### src/rtl/enc_rr_arbiter.sv
// Round-robin arbiter sharing one encoder datapath among N requesters.
// Grants one requester at a time, reports its binary index, and bounds hold time.
module enc_rr_arbiter #(
  parameter int N        = 4,
  parameter int IDX_W    = 2,
  parameter int MAX_HOLD = 16,
  parameter int HOLD_W   = 8
) (
  input  logic             clk,
  input  logic             rst_n,
  input  logic [N-1:0]     req,
  input  logic             done,
  output logic [N-1:0]     grant,
  output logic [IDX_W-1:0] grant_idx,
  output logic             grant_valid,
  output logic             timeout
);

  typedef enum logic {IDLE, BUSY} state_t;

  state_t            state, state_nx;
  logic [IDX_W-1:0]  ptr, ptr_nx;
  logic [HOLD_W-1:0] hold_cnt, hold_nx;
  logic [N-1:0]      grant_nx;
  logic [IDX_W-1:0]  idx_nx;
  logic              valid_nx;
  logic              timeout_nx;

  logic [IDX_W-1:0]  pick_idx;
  logic              pick_found;
  int                cand;
  logic [IDX_W-1:0]  ptr_after_owner;
  logic              hold_expired;

  // Circular priority search: first set request at or after ptr, wrapping to 0.
  always_comb begin
    pick_found = 1'b0;
    pick_idx   = '0;
    cand       = 0;
    for (int off = 0; off < N; off++) begin
      cand = int'(ptr) + off;
      if (cand >= N) cand = cand - N;
      if (!pick_found && req[IDX_W'(cand)]) begin
        pick_found = 1'b1;
        pick_idx   = IDX_W'(cand);
      end
    end
  end

  assign ptr_after_owner = (grant_idx == IDX_W'(N - 1)) ? '0 : grant_idx + IDX_W'(1);
  assign hold_expired    = (MAX_HOLD != 0) && (hold_cnt == HOLD_W'(MAX_HOLD - 1));

  always_comb begin
    // NOTE: every output of this block gets a default first, so no path leaves
    // a value unassigned and no latch is inferred.
    state_nx   = state;
    ptr_nx     = ptr;
    hold_nx    = hold_cnt;
    grant_nx   = '0;
    idx_nx     = '0;
    valid_nx   = 1'b0;
    timeout_nx = 1'b0;

    unique case (state)
      IDLE: begin
        if (pick_found) begin
          state_nx = BUSY;
          grant_nx = {{(N-1){1'b0}}, 1'b1} << pick_idx;
          idx_nx   = pick_idx;
          valid_nx = 1'b1;
          hold_nx  = '0;
        end
      end
      BUSY: begin
        if (done || !req[grant_idx] || hold_expired) begin
          // done takes precedence, so a simultaneous timeout reads as a normal release
          state_nx   = IDLE;
          ptr_nx     = ptr_after_owner;
          timeout_nx = !done && req[grant_idx] && hold_expired;
        end else begin
          hold_nx  = hold_cnt + HOLD_W'(1);
          grant_nx = grant;
          idx_nx   = grant_idx;
          valid_nx = 1'b1;
        end
      end
      default: state_nx = IDLE;
    endcase
  end

  // NOTE: state registers use non-blocking assignments so every flop samples
  // the pre-edge values and simulation matches the synthesized hardware.
  always_ff @(posedge clk) begin
    if (!rst_n) begin
      state       <= IDLE;
      ptr         <= '0;
      hold_cnt    <= '0;
      grant       <= '0;
      grant_idx   <= '0;
      grant_valid <= 1'b0;
      timeout     <= 1'b0;
    end else begin
      state       <= state_nx;
      ptr         <= ptr_nx;
      hold_cnt    <= hold_nx;
      grant       <= grant_nx;
      grant_idx   <= idx_nx;
      grant_valid <= valid_nx;
      timeout     <= timeout_nx;
    end
  end

endmodule

### config.mk
export PLATFORM = sky130hd
export DESIGN_NAME = enc_rr_arbiter
export DESIGN_NICKNAME = d
export VERILOG_FILES = /design/src/rtl/enc_rr_arbiter.sv
export SDC_FILE = /design/constraint.sdc
export NUM_CORES = 1
export LEC_CHECK = 0
export ABC_AREA = 1
export BUFFER_PORTS_ARGS = -buffer_cell sky130_fd_sc_hd__buf_4
export CAP_MARGIN = 20
export CORE_MARGIN = 2
export CORE_UTILIZATION = 45
export DETAILED_ROUTE_END_ITERATION = 8
export GPL_ROUTABILITY_DRIVEN = 1
export PLACE_DENSITY = 0.72
export SLEW_MARGIN = 15
export SYNTH_ARGS = -nofsm -noshare
export SYNTH_HDL_FRONTEND = slang
export SYNTH_SLANG_ARGS = --single-unit
### constraint.sdc
create_clock -name clk -period 4.3 [get_ports clk]
set_clock_uncertainty 0.1 [all_clocks]
set_input_delay 0.215 -clock clk [delete_from_list [all_inputs] [get_ports clk]]
set_output_delay 0.215 -clock clk [all_outputs]
set_load 0.05 [all_outputs]
## Yosys cells after proc, flatten, opt, wreduce, memory -nomap -nowiden

Cells that the tools add are included.

| word-level totals | value |
|---|---|
| register bits after elaboration | 18 |
| bits in latches | 0 |
| bits in writable memories | 0 |
| bits in read-only memories | 0 |
| logic and storage cells | 85 |
| memories | 0 |

| operators by class | value |
|---|---|
| add/subtract/negate cells | 9 |
| $mul | 0 |
| div/mod/pow operators | 0 |
| $lt $le $gt $ge | 9 |
| equal/unequal tests | 5 |
| shift-type cells | 1 |
| multiplexer cells | 39 |
| bitwise gates (word level) | 1 |
| reduce and logical (&&, ||, !) cells | 15 |

Operators with widths:

| cell | number |
|---|---|
| $mux 2 | 11 |
| $lt 2x4->1 const B | 4 |
| $mux 8 | 2 |
| $pmux 8 s2 | 1 |
| $mux 1 | 15 |
| $bmux 1 s2 | 5 |
| $ge 3x3->1 const B | 3 |
| $add 8x1->8 const B | 1 |
| $eq 8x4->1 const B | 1 |
| $mux 4 | 2 |
| $pmux 4 s2 | 1 |
| $sub 2x1->2 const B | 4 |
| $add 2x2->3 const B | 2 |
| $logic_and 1x1->1 | 5 |
| $logic_not 1->1 | 5 |
| $ne 2x2->1 const B | 2 |
| $pmux 2 s2 | 1 |
| $reduce_and 2->1 | 2 |
| $shl 1x2->4 const A | 1 |
| $add 2x1->3 const B | 1 |
| $ge 2x3->1 const B | 1 |
| $lt 2x3->1 const B | 1 |
| $reduce_and 3->1 | 1 |
| $add 2x1->2 const B | 1 |
| 5 further kinds | 6 |

## Logic depth before layout (Yosys ltp)

| depth | value |
|---|---|
| word-level depth | 18 |
| depth in mapped cells | 13 |
| depth with buffers taken out | 12 |

## Least setup slack after synthesis

No wires, ideal clock.

| timing path | value |
|---|---|
| kind | register -> register |
| start point | register grant_idx[0] |
| end point | register hold_cnt[0] |
| arrival | 1641 ps |
| path slack | 2438 ps |
| stages on the path, launching flop included | 8 |
| buffers on the path | 0 |
| period minus slack after synthesis | 1862 ps |
| cell sequence | dfxtp_1 -> nand2_1 -> o211ai_1 -> nand2_1 -> nand4_2 -> clkinv_1 -> o21ai_0 -> a21oi_1 |

| between the ends | value |
|---|---|
| word-level cells in the longest chain between the ends | 7 |

RTL lines:

| what | line | text |
|---|---|---|
| start, declared | 14 | `output logic [IDX_W-1:0] grant_idx,` |
| start signal, assigned | 107 | `grant_idx <= idx_nx;` |
| $bmux 1 s2 | 75 | `if (done \|\| !req[grant_idx] \|\| hold_expired) begin` |
| $mux 1 (implied by the code) | 75 |  |
| $logic_not 1->1 | 75 |  |
| $logic_or 1x1->1 (2 in a row) | 75 |  |
| $ne 2x2->1 (no line) | -- |  |
| $reduce_and 2->1 (no line) | -- |  |
| end signal, assigned | 105 | `hold_cnt <= hold_nx;` |
| end, declared | 23 | `logic [HOLD_W-1:0] hold_cnt, hold_nx;` |

No other way between the ends. The select of a mux whose other input is x is not followed.
A chain may end at the register's enable or synchronous reset.

## Final worst setup path

| timing path | value |
|---|---|
| start point | register ptr[0] |
| end point | register hold_cnt[2] |

| between the ends | value |
|---|---|
| word-level cells in the longest chain between the ends | 17 |
| elaborated cells between the ends (all ways) | 39 |
| those cells by class | 7 x add/sub; 4 x order compare; 1 x eq/ne; 20 x mux; 7 x reduce/logical |

RTL lines:

| what | line | text |
|---|---|---|
| start, declared | 22 | `logic [IDX_W-1:0] ptr, ptr_nx;` |
| start signal, assigned | 104 | `ptr <= ptr_nx;` |
| branches (longest 14 deep; another with $add 2x1->3) | -- |  |
| $mux 1 * | 43 | `if (!pick_found && req[IDX_W'(cand)]) begin` |
| $ne 2x2->1 (no line) * | -- |  |
| $reduce_and 2->1 (no line) * | -- |  |

Mark *: on every way between the ends. The select of a mux whose other input is x is not followed.

==> flow_summary.ini <==
[status]
status = complete, no violations

[yosys]
yosysTopAreaCell = dfxtp_1
ys_ff_latch = 18
async_flop_share_pct = 0
synth_ff_type = dfxtp_1
synth_cells = 181
ys_types = 26
synth_fp_nets = 190
yosysSeqAreaShare_pct = 31.3
netlist_area_um2 = 1150
avgSynthCellArea_um2 = 6.36
synth_area_leaders = dfxtp_1 (31%), nand2_1 (21%), nand3_1 (9.1%)
synth_top_area_share_pct = 31.3
yosysWarningCount = 0
synth-edff-count = 0
synthMostInstantiatedCell = nand2_1
synthTopCellsByCount = nand2_1 (64), nand3_1 (21), dfxtp_1 (18)

[pwr]
max-vdd-ir-drop_mv = 0.282
combPwrFrac_pct = 48.2
switchingPower_mw = 0.263
pwr-share-clk_pct = 14.6
seqPwrFrac_pct = 37.2
p_per_area_nw_per_um2 = 437
p_leak_nw = 0.606
switching_share_pct = 46.7
p_int_mw = 0.300

[sta]
fmax_mhz = 484
final.setup.tns_ns = 0
finalSetupViolCount = 0
fin_crit_sh_pct = 48.1
worst_slew_pin_slew_ns = 0.452
rsz0062_at_grt = no
hold_viol_final = 0
max_slew_margin_pct = 69.8
final_max_slew_viol_count = 0
finalCriticalPeriod_ns = 2.07

[floorplan]
initial_core_util_pct = 46.9
num_rows = 18
coreArea_um2 = 2450
io-pin-count = 15
chipWidth_um = 54.6
die_y_um = 54.6
fp.dieArea_um2 = 2980

[final_layout]
seqCellArea_um2 = 360
fill_cells = 246
antennaDiodeCount = 0
nets = 206
multiInputGateArea_um2 = 688
final_util_pct = 52.5
drive_above_1_share_pct = 15.4
area_growth_pct = 12.1

[global_route]
antenna_found_initial = 0
grtUsageTotal_pct = 19.3
grt_pass1_wl_um = 4120
gr-total-overflow = 0
grt_max_degree = 14
grt_pass1_vias = 1034

[routing]
drc_errors = 0
ant_nets = 0
routed_wl_um = 2550
drt_iter0_drc = 31
vias = 1176
avgRoutedWirePerCell_um = 11.3
first_pass_iters = 5
viasPerCell = 5.23

[clock_tree]
clkSinkCount = 18
cts_buffers = 3
cts_resized = 0
clockBufferDepth = 2
clk_pin_slew_ns = 0.09
clock_latency_ns = 0.30
cts_tree = yes
htreeDepth = 1
cts_root_buffer = clkbuf_4
postCtsHoldBufs = 0
postCtsSetupBuffers = 0

[worst_setup_path]
end_kind = flop
critPathArrivalTime_ns = 2.16
crit_type = flop to flop
cp.required_ns = 4.39
cp-start-kind = flop
cp_max_fo = 11

[placement]
hpwl_um = 1960
io_buffers = 14
place_congestion = 0.908

[run]
timing.max_cap.violations = 0

[min_path]
hp-class = primary input to flop
## power groups by stage
stage | combinational [mW] | clock (mW) | sequential, mW
6_report | 0.272 | 0.0822 | 0.210
5_1_grt | 0.299 | 0.0888 | 0.214
4_1_cts | 0.272 | 0.0838 | 0.210
3_5_place_dp | 0.271 | 0 | 0.214
3_3_place_gp | 0.264 | 0 | 0.214
2_1_floorplan | 0.175 | 0 | 0.253
## flip-flops by register name, indices dropped and copies added, names as in the netlist
| signal | flops |
|---|---|
| grant | 4 |
| hold_cnt | 8 |
| state | 1 |
| grant_idx | 2 |
| ptr | 2 |
| timeout | 1 |
## cell families after synthesis
kind of cell               after synthesis  synth area share, %
AOI/OAI and AO/OA                       24                 11.6
xor gates and xnor gates                 3                 2.28
adders and majority gates                2                 2.17
buffers and inverters                   22                 8.91
DFF                                     18                 31.3
and+or+nand+nor                        112                 43.7
## cells in the final DEF (no fill, tap or decap), drive strengths merged, types with 2 or more instances in the layout
master	instances
nand2	67
nand3	22
buf	14
ha	2
nand4	2
dfxtp	18
nor3	3
clkbuf	3
nor2	17
inv	18
o211ai	2
o21ai	4
a21oi	17
xor2	3
## path summary, 6_finish.rpt
kind                              start                       end  slack (ns)  cells after the start
setup / recovery    ptr[0]$_SDFFE_PN0P_  hold_cnt[2]$_SDFFE_PN0P_        2.23                      9
hold reg to reg   grant[2]$_SDFFE_PN0P_     grant[2]$_SDFFE_PN0P_        0.38                      2
hold / removal                    rst_n       ptr[1]$_SDFFE_PN0P_        0.09                      3
setup reg to reg    ptr[0]$_SDFFE_PN0P_  hold_cnt[2]$_SDFFE_PN0P_        2.23                      9
## stage by stage
stage / hold WS (ns) / instances / worst slack [ns] / cell area [um^2] / power (mW)
floorplan: 0.253 / 181 / 2.44 / 1150 / 0.428
global placement: 0.362 / 222 / 2.31 / 1270 / 0.478
detailed placement: 0.362 / 222 / 2.27 / 1270 / 0.485
CTS: 0.0852 / 225 / 2.24 / 1290 / 0.566
global route: 0.0931 / 225 / 2.05 / 1290 / 0.602
finish: 0.0878 / 225 / 2.23 / 1290 / 0.564
## critical path: stages, from the launching register on
cell and delay (ns):
dfxtp_1 0.61, nand2_1 0.17, nand3_1 0.14, nand2_1 0.09, nor2_2 0.15, nand3_2 0.08
nand2_2 0.20, nand2_1 0.20, a21oi_1 0.17, nor2_1 0.05
## cell type report
type	instances	share of cell area, %
Tap cell	30	2.91
Clock buffer	3	1.75
Inverter	19	5.92
Sequential cell	18	27.9
Timing Repair Buffer	14	8.15
Multi-Input combinational cell	141	53.3
## routing by layer
metal  track usage [%]  share of wire [%]  vias to the layer above
met5                 0                  0                        -
met4              10.0                2.5                        0
met3              1.64                3.5                        7
met2              38.6                 52                       28
met1              19.3                 42                      528
li1                  -                  -                      613
No activity file was read; power rests on OpenSTA's default activity.
